File: config.mk
export PLATFORM = sky130hd
export DESIGN_NAME = calc1_chk_port
export DESIGN_NICKNAME = d
export VERILOG_FILES = /design/src/rtl/calc1_chk_pkg.sv /design/src/rtl/calc1_chk_port.sv
export SDC_FILE = /design/constraint.sdc
export NUM_CORES = 1
export LEC_CHECK = 0
export CAP_MARGIN = 0
export CORE_UTILIZATION = 50
export DETAILED_ROUTE_END_ITERATION = 10
export HOLD_SLACK_MARGIN = 0.03
export PLACE_DENSITY = 0.71
export SYNTH_ARGS = -nofsm -noshare
export SYNTH_HDL_FRONTEND = slang
export SYNTH_SLANG_ARGS = --single-unit
File: constraint.sdc
create_clock -name clk -period 4.5 [get_ports clk]
set_input_delay 0.675 -clock clk [delete_from_list [all_inputs] [get_ports clk]]
set_output_delay 0.675 -clock clk [all_outputs]
set_load 0.005 [all_outputs]
File: src/rtl/calc1_chk_pkg.sv
// Shared command/response codes, expected-entry type and reference computation
// for the calc1 response checker.
package calc1_chk_pkg;

  localparam logic [0:3] CMD_NOP = 4'd0;
  localparam logic [0:3] CMD_ADD = 4'd1;
  localparam logic [0:3] CMD_SUB = 4'd2;
  localparam logic [0:3] CMD_LSH = 4'd5;
  localparam logic [0:3] CMD_RSH = 4'd6;

  localparam logic [1:0] RESP_NONE = 2'd0;
  localparam logic [1:0] RESP_OK   = 2'd1;
  localparam logic [1:0] RESP_ERR  = 2'd2;

  typedef enum logic [0:0] {
    CAP_IDLE = 1'b0,
    CAP_OP2  = 1'b1
  } cap_state_e;

  typedef struct packed {
    logic [1:0]  resp;
    logic [0:31] data;
  } exp_t;

  // Data is left at zero whenever the response is an error; the compare ignores it then.
  function automatic exp_t calc_expected(input logic [0:3] cmd, input logic [0:31] op1,
                                         input logic [0:31] op2);
    exp_t        e;
    logic [32:0] sum;
    sum    = {1'b0, op1} + {1'b0, op2};
    e.resp = RESP_ERR;
    e.data = 32'd0;
    case (cmd)
      CMD_ADD: begin
        e.resp = sum[32] ? RESP_ERR : RESP_OK;
        e.data = sum[32] ? 32'd0 : sum[31:0];
      end
      CMD_SUB: begin
        e.resp = (op2 > op1) ? RESP_ERR : RESP_OK;
        e.data = (op2 > op1) ? 32'd0 : op1 - op2;
      end
      CMD_LSH: begin
        e.resp = RESP_OK;
        e.data = op1 << op2[27:31];
      end
      CMD_RSH: begin
        e.resp = RESP_OK;
        e.data = op1 >> op2[27:31];
      end
      default: begin
        e.resp = RESP_ERR;
        e.data = 32'd0;
      end
    endcase
    return e;
  endfunction

endpackage

File: src/rtl/calc1_chk_port.sv
// One calc1 port: request capture, expected-result queue, response compare and,
// with CALC1_CHECKER_TIMEOUT_EN defined, a head-entry age timer.
module calc1_chk_port
  import calc1_chk_pkg::*;
#(
  parameter int DEPTH   = 4,
  parameter int TIMEOUT = 64
) (
  input  logic        clk,
  input  logic        reset,
  input  logic [0:3]  req_cmd,
  input  logic [0:31] req_data,
  input  logic [1:0]  out_resp,
  input  logic [0:31] out_data,
  output logic        pass_s,
  output logic        err_s,
  output logic        busy_s
);

  localparam int PW = $clog2(DEPTH);

  cap_state_e    state_r;
  logic [0:3]    cmd_r;
  logic [0:31]   op1_r;
  exp_t          q_r [DEPTH];
  logic [PW-1:0] wr_ptr_r;
  logic [PW-1:0] rd_ptr_r;
  logic [PW:0]   count_r;

  exp_t head_s;
  exp_t new_s;
  logic push_s, pop_req_s, empty_s, full_s, pop_s, deq_s, accept_s, match_s, timeout_s;

`ifdef CALC1_CHECKER_TIMEOUT_EN
  localparam int AW = $clog2(TIMEOUT + 1);
  logic [AW-1:0] age_r;
`endif

  // Queue control and compare outcome for the current cycle.
  always_comb begin
    head_s    = q_r[rd_ptr_r];
    new_s     = calc_expected(cmd_r, op1_r, req_data);
    push_s    = (state_r == CAP_OP2);
    pop_req_s = (out_resp != RESP_NONE);
    empty_s   = (count_r == (PW + 1)'(0));
    full_s    = (count_r == (PW + 1)'(DEPTH));
    pop_s     = pop_req_s && !empty_s;
    match_s   = (head_s.resp == out_resp) && ((head_s.resp != RESP_OK) || (head_s.data == out_data));
`ifdef CALC1_CHECKER_TIMEOUT_EN
    timeout_s = !empty_s && !pop_req_s && (age_r == AW'(TIMEOUT));
`else
    timeout_s = 1'b0;
`endif
    deq_s     = pop_s || timeout_s;
    accept_s  = push_s && (!full_s || deq_s);
    pass_s    = pop_s && match_s;
    err_s     = (pop_req_s && empty_s) || (pop_s && !match_s) || (push_s && !accept_s) || timeout_s;
    busy_s    = !empty_s || push_s;
  end

  // Capture FSM: first non-NOP beat carries cmd/op1, the following beat op2.
  always_ff @(posedge clk) begin
    if (reset) begin
      state_r <= CAP_IDLE;
      cmd_r   <= CMD_NOP;
      op1_r   <= 32'd0;
    end else begin
      case (state_r)
        CAP_IDLE: begin
          if (req_cmd != CMD_NOP) begin
            state_r <= CAP_OP2;
            cmd_r   <= req_cmd;
            op1_r   <= req_data;
          end
        end
        CAP_OP2:  state_r <= CAP_IDLE;
        default:  state_r <= CAP_IDLE;
      endcase
    end
  end

  // Entry storage; validity is tracked by the pointers, so no reset here.
  always_ff @(posedge clk) begin
    if (accept_s) q_r[wr_ptr_r] <= new_s;
  end

  // Queue pointers and occupancy.
  always_ff @(posedge clk) begin
    if (reset) begin
      wr_ptr_r <= PW'(0);
      rd_ptr_r <= PW'(0);
      count_r  <= (PW + 1)'(0);
    end else begin
      if (accept_s) wr_ptr_r <= wr_ptr_r + PW'(1);
      if (deq_s)    rd_ptr_r <= rd_ptr_r + PW'(1);
      case ({accept_s, deq_s})
        2'b10:   count_r <= count_r + (PW + 1)'(1);
        2'b01:   count_r <= count_r - (PW + 1)'(1);
        default: count_r <= count_r;
      endcase
    end
  end

`ifdef CALC1_CHECKER_TIMEOUT_EN
  // Age of the current head; restarts whenever a new entry becomes head.
  always_ff @(posedge clk) begin
    if (reset || deq_s || empty_s) age_r <= AW'(0);
    else                           age_r <= age_r + AW'(1);
  end
`endif

endmodule

Yosys cells after proc, flatten, opt, wreduce, memory -nomap -nowiden
Memories as Yosys holds them, arrays and structs flattened. A register that Yosys moved wholly into a read port is not among the register bits. Cells that the tools add are included.

Register bits: 44. Bits in writable memories: 136. Input port bits: 72. Output and inout bits: 3. Logic and storage cells: 60. Memories kept: 1.

Add/subtract/negate cells: 6. Magnitude comparators: 1. Equal/unequal tests: 10. Shift operators: 2. Mux-type cells: 12. Bitwise gates (word level): 1. Reduce and logical (&&, ||, !) cells: 21.

Memories: q_r (words 4, width 34, rd ports 1, clocked after Yosys merged registers in 1, wr ports 1, RTL line calc1_chk_port.sv:25) `exp_t q_r [DEPTH];`.

Operators with widths (count): $pmux W34 S4 (1); $mux W32 (2); $add A32 B32 Y33 (1); $eq A32 B32 Y1 (1); $gt A32 B32 Y1 (1); $shl A32 B5 Y32 (1); $shr A32 B5 Y32 (1); $sub A32 B32 Y32 (1); $eq A4 B3 Y1 const B (2); $mux W2 (4); $logic_and A1 B1 Y1 (7); $pmux W3 S2 (1); $logic_or A1 B1 Y1 (5); $add A2 B1 Y2 const B (2); $eq A4 B1 Y1 const B (1); $eq A4 B2 Y1 const B (1); $logic_not A1 Y1 (4); $reduce_bool A2 Y1 (2); $reduce_bool A4 Y1 (1); $add A3 B1 Y3 const B (1); $eq A3 B3 Y1 const B (1); $logic_not A3 Y1 (1); $mux W1 (3); $sub A3 B1 Y3 const B (1); other kinds (7) (7).

Depth between registers and ports, before layout
Gate-level depths: netlist (run 1).

Depth after elaboration: 8. Depth in mapped cells: 16. Gate-level depth less buffers: 12.

Worst setup path after synthesis (run 1)
No wires, ideal clock.

Path kind: in2reg. From: input req_data[29] in the netlist's numbering. To: memory q_r[0][12] in the netlist's numbering, data pin. Library setup time: 275 ps. Data arrival time: 4094 ps. Data required time: 4225 ps. Path slack: 131 ps. Cell stages on the path: 16. Path buffers: 5. Path through: inv_1 > clkbuf_1 > buf_2 > buf_1 > ha_1 > nor2b_1 > o31ai_1 > a32oi_1 > a21oi_2 > o211ai_2 > and2_1 > clkbuf_2 > buf_2 > nand2_1 > o21ai_1 > a2111o_1.

RTL lines: start, declared (RTL line calc1_chk_port.sv:12) `input logic [0:31] req_data,`; end, declared (RTL line calc1_chk_port.sv:25).

==> qor.yml, run 1 <==
ys.warnings.count: 0
slew_headroom: 0.292
pin_count: 75
r2r_end: "q_r[2][28]"
synthFlopType: "edfxtp_1"
cts_tree: "built"
wl_per_cell_um: 24.6
fin_crit_ns: 4.18
hpwl_um: 35700
endpoint_kind: "primary output"
peakVddDrop_uv: 234
min_path_type: "reg -> reg"
power.share.switching: 0.356
final_nets: 1693
dp_cells: 1902
slowest_stage: "clkdlybuf4s50_1"
yosysSeqAreaShare: 0.357
fin_crit_sh: 0.929
vias_per_cell: 6.47
syn_avg_cell_area_um2: 9.57
antenna_found_initial: 1
powerDensity_mw_per_mm2: 340
place_congestion: 0.968
wirelength_um: 47600
status: "complete, no violations"
dieHeight_um: 170
cp_cell_sequence: "buf_4 -> mux4_2 -> xnor2_1 -> nand4_1 -> nor4_2 -> nand3_1 -> a211oi_1 -> clkdlybuf4s50_1"
drcViolationCount: 0
slowest_delay_ns: 0.58
startpoint_type: "flip-flop"
synth.net_count: 1610
synth_edf_count: 136
timing.fmax_ghz: 0.239
hold_viol_final: 0
grt_max_degree: 75
tns_ns: 0
critPathRequiredTime_ns: 3.83
layout_commonest_cell: "nor2_1"
dieArea_mm2: 0.0287
grt_overflow: 0
final_cell_mix: "nor2_1 (147), nand2_1 (146), edfxtp_1 (136), a21oi_1 (135), buf_4 (84)"
grtUsageMet2: 0.525
p_leak_nw: 5.98
area_delta_synth_final_pct: 15.1
clock_power_share: 0.283
num_rows: 60
syn_inst: 1466
fp.dieW_um: 170
hold_depth: 2
switchingPower_mw: 1.96
grt_pass1_vias: 11600
coreArea_mm2: 0.0273
clkLatencyLatePin_ns: 0.44
power.internal_mw: 3.54
cp.arrival_ns: 3.50
crit_fanout: 13
grt.total_usage: 0.336
start_util: 0.515
r2r_cells: 11
cts-buffers-inserted: 17
tightest_slew_ns: 1.06
fin_cells: 1934
regToRegStartpoint: "op1_r[30]"
hold_ws_ns: 0.508
cts_root_buf: "clkbuf_16"
drive_gt1_frac: 0.149
worstHoldStart: "wr_ptr_r[1]"
hold_end: "wr_ptr_r[1]"
clockBufferDepth: 2
crit_type: "reg -> out"
clk_pin_slew_worst_paths_ns: 0.07
setup_viol: 0
drtIter0Drc: 1559
p_seq_frac: 0.376
first_pass_iters: 7
ctsHoldBuffers: 0
p_comb_frac: 0.341
drv_cap: 0
rsz0062_at_grt: "no"
synth-seq-cells: 182
num_vias: 12500
grt_use_met1: 0.479
use_met3: 0.0506
grt_first_pass_wirelength_um: 71800
synth_cell_types: 82
antenna_cells: 0
async_flop_share: 0
cts_sinks: 182
grt-busiest-layer: "met2"
io_buffers: 74
maxSlewViolCount: 0
syn-cell-area_mm2: 0.0140
fin_skew_ns: 0.0169
ctsHtreeMaxLevel: 4
ant_nets: 0
regToRegSetupSlack_ns: 0.57
-- per-layer routing --
layer / share of wire / up-vias
met5: 0 / -
met4: 0.030 / 0
met3: 0.076 / 85
met2: 0.45 / 626
met1: 0.44 / 6074
li1: - / 5730
-- registers in the layout, indices dropped and copies added (netlist names), named ones only --
name      count
cmd_r         4
count_r       3
op1_r        32
push_s        1
q_r         136
rd_ptr_r      2
wr_ptr_r      2
-- synthesized netlist by cell type, types with 13 or more instances --
| cell | count | area, um2 |
|---|---|---|
| nor2_1 | 148 | 556 |
| nand2_1 | 146 | 548 |
| edfxtp_1 | 136 | 4080 |
| a21oi_1 | 135 | 676 |
| mux4_2 | 72 | 1620 |
| ha_1 | 69 | 863 |
| inv_1 | 67 | 251 |
| o21ai_0 | 62 | 310 |
| clkbuf_1 | 47 | 176 |
| dfxtp_1 | 46 | 921 |
| mux2i_1 | 46 | 460 |
| buf_2 | 39 | 195 |
| xnor2_1 | 35 | 307 |
| nor3_1 | 29 | 145 |
| o22ai_1 | 29 | 181 |
| a221oi_1 | 28 | 245 |
| o21ai_1 | 22 | 110 |
| nand3_1 | 20 | 100 |
| o211ai_1 | 19 | 143 |
| nand2b_1 | 16 | 100 |
| a22oi_1 | 13 | 97.6 |
-- worst max-delay path by stage --
stage | cells past startpoint | slack (ns) | endpoint
final | 8 | 0.32 | pass_s
after global routing | 8 | 0.01 | pass_s
after CTS | 8 | 0.14 | pass_s
after detailed placement | 13 | 0.09 | q_r[0][17]
after global placement | 13 | 0.18 | q_r[2][30]
after floorplan | 16 | 0.13 | q_r[0][12]
-- cell type report --
type | instances | area (um2)
sequential | 182 | 5010
timing repair buffer | 163 | 1460
clock inverter | 15 | 173
clock buffer | 17 | 425
fill | 2371 | 11100
multi-input combinational | 1115 | 8360
tap | 372 | 465
inverter | 70 | 263
-- power by group through the flow --
stage | registers [mW] | logic [mW] | clock network, mW
detailed placement | 2.10 | 1.85 | 0
CTS | 2.07 | 1.86 | 1.57
global route | 2.08 | 2.02 | 1.64
global placement | 2.10 | 1.84 | 0
finish | 2.07 | 1.88 | 1.56
floorplan | 2.04 | 1.27 | 0
-- critical path: cells and delay by family, from the launching register on --
| family | cells | cell delay, ns |
|---|---|---|
| buffers and inverters | 2 | 0.84 |
| AND/OR/NAND/NOR | 3 | 0.63 |
| multiplexers | 1 | 0.53 |
| flip-flops | 1 | 0.51 |
| AO/OA/AOI/OAI | 1 | 0.39 |
| XOR/XNOR | 1 | 0.15 |
-- per-stage QoR --
step | util | cell area [um2] | setup slack, ns | power [mW]
6_report | 0.593 | 16200 | 0.321 | 5.50
3_3_place_gp | 0.571 | 15600 | 0.184 | 3.94
3_5_place_dp | 0.571 | 15600 | 0.0941 | 3.95
4_1_cts | 0.593 | 16200 | 0.137 | 5.50
2_1_floorplan | - | 14000 | 0.131 | 3.31
5_1_grt | 0.593 | 16200 | 0.0147 | 5.74
-- timing repair --
item / in CTS / in global routing
buffers inserted: 0 / 0
gates resized for setup: 1 / 1
setup endpoints to repair: 1 / 2
-- cells by family (layout without fill, tap and decap cells) --
family                   count (synthesis)  in the layout  share of synthesized area
AO/OA/AOI/OAI                          440            440                      0.208
XOR/XNOR                                38             38                     0.0237
adder cells (fa/ha/maj)                 72             72                     0.0658
buffers and inverters                  169            265                     0.0490
flip-flops                             182            182                      0.357
multiplexers                           129            129                      0.157
AND/OR/NAND/NOR                        436            436                      0.139
(Power assumes the default switching activity.)
==> run 2, diff against run 1 <==
--- a/config.mk
+++ b/config.mk
@@ -8,8 +8,8 @@
 export CAP_MARGIN = 0
 export CORE_UTILIZATION = 50
 export DETAILED_ROUTE_END_ITERATION = 10
-export HOLD_SLACK_MARGIN = 0.03
-export PLACE_DENSITY = 0.71
+export DONT_BUFFER_PORTS = 1
+export PLACE_DENSITY = 0.68
 export SYNTH_ARGS = -nofsm -noshare
 export SYNTH_HDL_FRONTEND = slang
 export SYNTH_SLANG_ARGS = --single-unit
==> run 2 against run 1 <==
Net effect:
- die area unchanged
- critical endpoint is now err_s
- register-to-register slack worse by 0.05 ns
- highest routed layer unchanged
- clock power about the same
- clock skew about the same
- critical path type unchanged
- largest power group unchanged
==> qor.yml, run 2 (synthesis results as in run 1) <==
dieHeight_um: 170  # unchanged
cp_top_family: "simple AND/OR/NAND/NOR gates"  # was buffers and inverters
slew_headroom: 0.413  # was 0.292
maxSlewViolCount: 0  # unchanged
cts_root_buf: "clkbuf_16"  # unchanged
clock_power_share: 0.298  # was 0.283
drcViolationCount: 0  # unchanged
ctsResizeCount: 0  # was 1
powerDensity_mw_per_mm2: 354  # was 340 mW/mm2
grt_overflow: 0  # unchanged
antenna_cells: 0  # unchanged
vias_per_cell: 6.68  # was 6.47
power.internal_mw: 3.49  # was 3.54 mW
crit_type: "reg -> out"  # unchanged
critPathRequiredTime_ns: 3.83  # about the same
tns_ns: 0  # unchanged
rsz0062_at_grt: "no"  # unchanged
grt_first_pass_wirelength_um: 70400  # was 71,800 um
crit_fanout: 12  # was 13
critPathBufInv: 1  # was 2
num_rows: 60  # unchanged
grt.total_usage: 0.330  # was 0.336
clkLatencyLatePin_ns: 0.44  # about the same
p_comb_frac: 0.320  # was 0.341
wirelength_um: 46800  # was 47,600 um
regToRegStartpoint: "op1_r[31]"  # was op1_r[30]
top_layer: "met4"  # unchanged
cp_cell_sequence: "buf_4 -> mux4_2 -> xnor2_1 -> nand4_1 -> nor4_1 -> nand3_1 -> a211oi_1 -> a21oi_1"  # was buf_4 -> mux4_2 -> xnor2_1 -> nand4_1 -> nor4_2 -> nand3_1 -> a211oi_1 -> clkdlybuf4s50_1
hold_depth: 1  # was 2
worstHoldStart: "reset"  # was wr_ptr_r[1]
setup_viol: 0  # unchanged
r2r_cells: 13  # was 11
place_congestion: 1.10  # was 0.968
final_util: 0.555  # was 0.593
top_register: "q_r"  # unchanged
start_util: 0.515  # unchanged
hpwl_um: 35400  # was 35,700 um
ctsHtreeMaxLevel: 4  # unchanged
final_nets: 1583  # was 1,693
p_seq_frac: 0.382  # was 0.376
r2r_end: "q_r[2][21]"  # was q_r[2][28]
largest_reg_flops: 136  # unchanged
switchingPower_mw: 1.86  # was 1.96 mW
post_cts_buffers: 0  # unchanged
min_path_type: "in -> reg"  # was reg -> reg
fin_crit_sh: 0.907  # was 0.929
cts-buffers-inserted: 17  # unchanged
final_cell_mix: "nor2_1 (147), nand2_1 (146), edfxtp_1 (136), a21oi_1 (135), mux4_2 (72)"  # was nor2_1 (147), nand2_1 (146), edfxtp_1 (136), a21oi_1 (135), buf_4 (84)
num_vias: 12200  # was 12,500
cts_sinks: 182  # unchanged
antenna_found_initial: 0  # was 1
area_delta_synth_final_pct: 7.83  # was 15.1%
tightest_slew_ns: 0.880  # was 1.06 ns
fill_cells: 2415  # was 2,371
drv_cap: 0  # unchanged
reg_top3: "q_r x136, op1_r x32, cmd_r x4"  # unchanged
cp.arrival_ns: 3.41  # was 3.50 ns
clockBufferDepth: 2  # unchanged
fin_skew_ns: 0.0172  # was 0.0169 ns
power.share.switching: 0.348  # was 0.356
met1_length_um: 20200  # was 21,000 um
met2_length_um: 21100  # was 21,600 um
startpoint_type: "flip-flop"  # unchanged
slowest_delay_ns: 0.62  # was 0.58 ns
timing.fmax_ghz: 0.245  # was 0.239 GHz
first_pass_iters: 6  # was 7
status: "complete, no violations"  # unchanged
cts_tree: "built"  # unchanged
endpoint_kind: "primary output"  # unchanged
ctsHoldBuffers: 0  # unchanged
hold_viol_final: 0  # unchanged
fp.dieW_um: 170  # unchanged
coreArea_mm2: 0.0273  # unchanged
grt_max_degree: 78  # was 75
fin_crit_ns: 4.08  # was 4.18 ns
routed-wl-met3_um: 3810  # was 3600 um
pin_count: 75  # unchanged
layout_commonest_cell: "nor2_1"  # unchanged
peakVddDrop_uv: 277  # was 234 uV
ant_nets: 0  # unchanged
hold_end: "op1_r[30]"  # was wr_ptr_r[1]
p_leak_nw: 5.51  # was 5.98 nW
wl_per_cell_um: 25.6  # was 24.6 um
dieArea_mm2: 0.0287  # unchanged
io_buffers: 0  # was 74
slowest_stage: "dfxtp_2"  # was clkdlybuf4s50_1
drive_gt1_frac: 0.132  # was 0.149
drtIter0Drc: 1442  # was 1,559
regToRegSetupSlack_ns: 0.52  # was 0.57 ns
grt_pass1_vias: 11500  # was 11,600
clk_pin_slew_worst_paths_ns: 0.08  # was 0.07 ns
==> run 2: changes by cell type in the layout (fill, tap and decap cells not counted), sizes merged <==
cell | previous run | this run
clkinv | 7 | 6
bufinv | 0 | 1
inv | 78 | 77
clkinvlp | 0 | 1
clkdlybuf4s50 | 69 | 0
buf | 94 | 53
==> run 2: worst max path at each step <==
| stage | startpoint | end | slack (ns) | depth (start not counted) |
|---|---|---|---|---|
| after floorplan | req_data[29] | q_r[0][12] | 0.13 | 16 |
| after global placement | req_data[8] | q_r[0][28] | 0.51 | 10 |
| after detailed placement | req_data[8] | q_r[1][28] | 0.36 | 10 |
| after CTS | flip-flop | err_s | 0.31 | 8 |
| after global routing | flip-flop | err_s | 0.17 | 8 |
| final | flip-flop | err_s | 0.42 | 8 |
==> run 2: final cells by class <==
cell class | count | area (um2) | area share
Clock buffer | 17 | 425 | 0.0281
Clock inverter | 15 | 194 | 0.0128
Inverter | 70 | 263 | 0.0174
Multi-Input combinational cell | 1115 | 8360 | 0.552
Sequential cell | 182 | 5010 | 0.331
Tap cell | 372 | 465 | 0.0308
Timing Repair Buffer | 53 | 423 | 0.0279
==> run 2: power groups by stage <==
stage | Clock (mW) | Sequential, mW | Combinational, mW
floorplan | 0 | 2.04 | 1.27
global placement | 0 | 2.08 | 1.68
detailed placement | 0 | 2.08 | 1.69
CTS | 1.61 | 2.05 | 1.70
global route | 1.67 | 2.06 | 1.84
finish | 1.59 | 2.05 | 1.71
==> run 2: per-stage QoR <==
| step | cell area [um2] | cells | setup slack [ns] | power [mW] | hold slack, ns |
|---|---|---|---|---|---|
| 3_5_place_dp | 14500 | 1792 | 0.362 | 3.77 | 0.495 |
| 4_1_cts | 15100 | 1824 | 0.311 | 5.35 | 0.284 |
| 3_3_place_gp | 14500 | 1792 | 0.506 | 3.76 | 0.478 |
| 6_report | 15100 | 1824 | 0.418 | 5.35 | 0.295 |
| 5_1_grt | 15100 | 1824 | 0.167 | 5.57 | 0.284 |
| 2_1_floorplan | 14000 | 1466 | 0.131 | 3.31 | 0.461 |
==> run 2: metal layers <==
metal / up-vias / GRT usage
li1: 5493 / -
met1: 5927 / 0.466
met2: 674 / 0.507
met3: 91 / 0.0520
met4: 0 / 0.131
met5: - / 0
==> run 3, diff against run 2 <==
--- a/config.mk
+++ b/config.mk
@@ -9,6 +9,7 @@
 export CORE_UTILIZATION = 50
 export DETAILED_ROUTE_END_ITERATION = 10
 export DONT_BUFFER_PORTS = 1
+export GPL_ROUTABILITY_DRIVEN = 0
 export PLACE_DENSITY = 0.68
 export SYNTH_ARGS = -nofsm -noshare
 export SYNTH_HDL_FRONTEND = slang
==> run 3 against run 2 <==
Net effect:
- utilization is 0.31 points lower
- clock skew is 0.0071 ns higher
- fmax is 0.56% higher
- combinational power is 3% lower
- register-to-register slack worse by 0.05 ns
- sequential power hardly changed
- design area is 0.55% lower
- non-clock buffer count is 13 lower
- die area stayed put
- wire length is 7.4% lower
- global-route usage is 2.5 points lower
==> qor.yml, run 3 (synthesis results as in run 1) <==
status: "complete, no violations"  # unchanged
grt_pass1_vias: 11100  # was 11,500
p_comb_frac: 0.313  # was 0.320
startpoint_type: "flip-flop"  # unchanged
clockBufferDepth: 2  # unchanged
p_leak_nw: 5.45  # was 5.51 nW
largest_reg_flops: 136  # unchanged
fp.dieW_um: 170  # unchanged
ant_nets: 0  # unchanged
power.share.switching: 0.350  # was 0.348
layout_commonest_cell: "nor2_1"  # unchanged
ctsHoldBuffers: 0  # unchanged
setup_ws_ns: 0.441  # was 0.418 ns
tns_ns: 0  # unchanged
hpwl_um: 32500  # was 35,400 um
rsz0062_at_grt: "no"  # unchanged
cp.arrival_ns: 3.38  # was 3.41 ns
fin_crit_ns: 4.06  # was 4.08 ns
cts_sinks: 182  # unchanged
timing.fmax_ghz: 0.246  # was 0.245 GHz
ctsHtreeMaxLevel: 4  # unchanged
wl_per_cell_um: 23.9  # was 25.6 um
area_delta_synth_final_pct: 7.23  # was 7.83%
reg_top3: "q_r x136, op1_r x32, cmd_r x4"  # unchanged
top_register: "q_r"  # unchanged
drv_cap: 0  # unchanged
min_path_type: "in -> reg"  # unchanged
antenna_cells: 0  # unchanged
switchingPower_mw: 1.86  # about the same
slew_headroom: 0.366  # was 0.413
drtIter0Drc: 1817  # was 1,442
maxSlewViolCount: 0  # unchanged
ctsResizeCount: 0  # unchanged
p_seq_frac: 0.390  # was 0.382
dieArea_mm2: 0.0287  # unchanged
fin_skew_ns: 0.0243  # was 0.0172 ns
final_nets: 1570  # was 1,583
endpoint_kind: "primary output"  # unchanged
powerDensity_mw_per_mm2: 353  # was 354 mW/mm2
drive_gt1_frac: 0.124  # was 0.132
pre_cts_slack_ns: 0.415  # was 0.362 ns
tightest_slew_ns: 0.927  # was 0.880 ns
dp_cells: 1779  # was 1,792
antenna_found_initial: 0  # unchanged
crit_type: "reg -> out"  # unchanged
drcViolationCount: 0  # unchanged
crit_fanout: 18  # was 12
clock_power_share: 0.297  # was 0.298
grt_overflow: 0  # unchanged
first_pass_iters: 6  # unchanged
final_cell_mix: "nor2_1 (147), nand2_1 (146), edfxtp_1 (136), a21oi_1 (135), mux4_2 (72)"  # unchanged
io_buffers: 0  # unchanged
post_cts_buffers: 0  # unchanged
power_mw: 5.31  # was 5.35 mW
power.internal_mw: 3.45  # was 3.49 mW
cts-buffers-inserted: 17  # unchanged
num_vias: 12200  # about the same
wirelength_um: 43300  # was 46,800 um
setup_viol: 0  # unchanged
clkLatencyLatePin_ns: 0.44  # about the same
start_util: 0.515  # unchanged
grt.total_usage: 0.304  # was 0.330
clk_pin_slew_worst_paths_ns: 0.08  # about the same
fin_cells: 1811  # was 1,824
coreArea_mm2: 0.0273  # unchanged
vias_per_cell: 6.74  # was 6.68
critPathRequiredTime_ns: 3.83  # about the same
dieHeight_um: 170  # unchanged
grt_max_degree: 78  # unchanged
grt_first_pass_wirelength_um: 66000  # was 70,400 um
fin_crit_sh: 0.902  # was 0.907
hold_ws_ns: 0.303  # was 0.295 ns
pin_count: 75  # unchanged
num_rows: 60  # unchanged
peakVddDrop_uv: 214  # was 277 uV
hold_viol_final: 0  # unchanged
cts_root_buf: "clkbuf_16"  # unchanged
cts_tree: "built"  # unchanged
## run 3: final timing paths
path	startpoint	end	slack, ns	cells past startpoint
worst max-delay path	flip-flop	err_s	0.44	8
worst max register to register	op1_r[13]	q_r[3][3]	0.47	10
worst min register to register	wr_ptr_r[1]	wr_ptr_r[1]	0.50	2
worst min-delay path	reset	op1_r[19]	0.30	1
## run 3: per-stage QoR
step	utilization	cell area, um2
detailed placement	0.529	14400
floorplan	-	14000
finish	0.552	15000
global placement	0.529	14400
global route	0.552	15000
CTS	0.552	15000
## run 3: per-layer routing
metal / wire length, um / global-route usage / vias up / share of wire
li1: - / - / 5483 / -
met1: 17800 / 0.418 / 5845 / 0.41
met2: 19500 / 0.473 / 746 / 0.45
met3: 4160 / 0.0562 / 133 / 0.096
met4: 1900 / 0.127 / 0 / 0.044
met5: 0 / 0 / - / 0
## run 3: worst max-delay path: stages (launching register included)
cell      delay [ns]
dfxtp_2         0.63
buf_12          0.26
mux4_2          0.53
xnor2_1         0.20
nand4_1         0.20
nor4_1          0.42
nand3_1         0.20
a211oi_1        0.40
a21oi_1         0.10
## run 3: layout make-up
cell class,count,area (um2)
fill,2383,12200
multi-input combinational,1115,8360
sequential,182,5010
tap,372,465
clock buffer,17,425
timing repair buffer,40,325
inverter,70,263
clock inverter,15,208
## run 3: power by group through the flow
stage	Combinational [mW]	Clock, mW	Sequential (mW)
2_1_floorplan	1.27	0	2.04
3_3_place_gp	1.62	0	2.10
3_5_place_dp	1.63	0	2.11
4_1_cts	1.64	1.60	2.07
5_1_grt	1.79	1.67	2.08
6_report	1.66	1.58	2.07
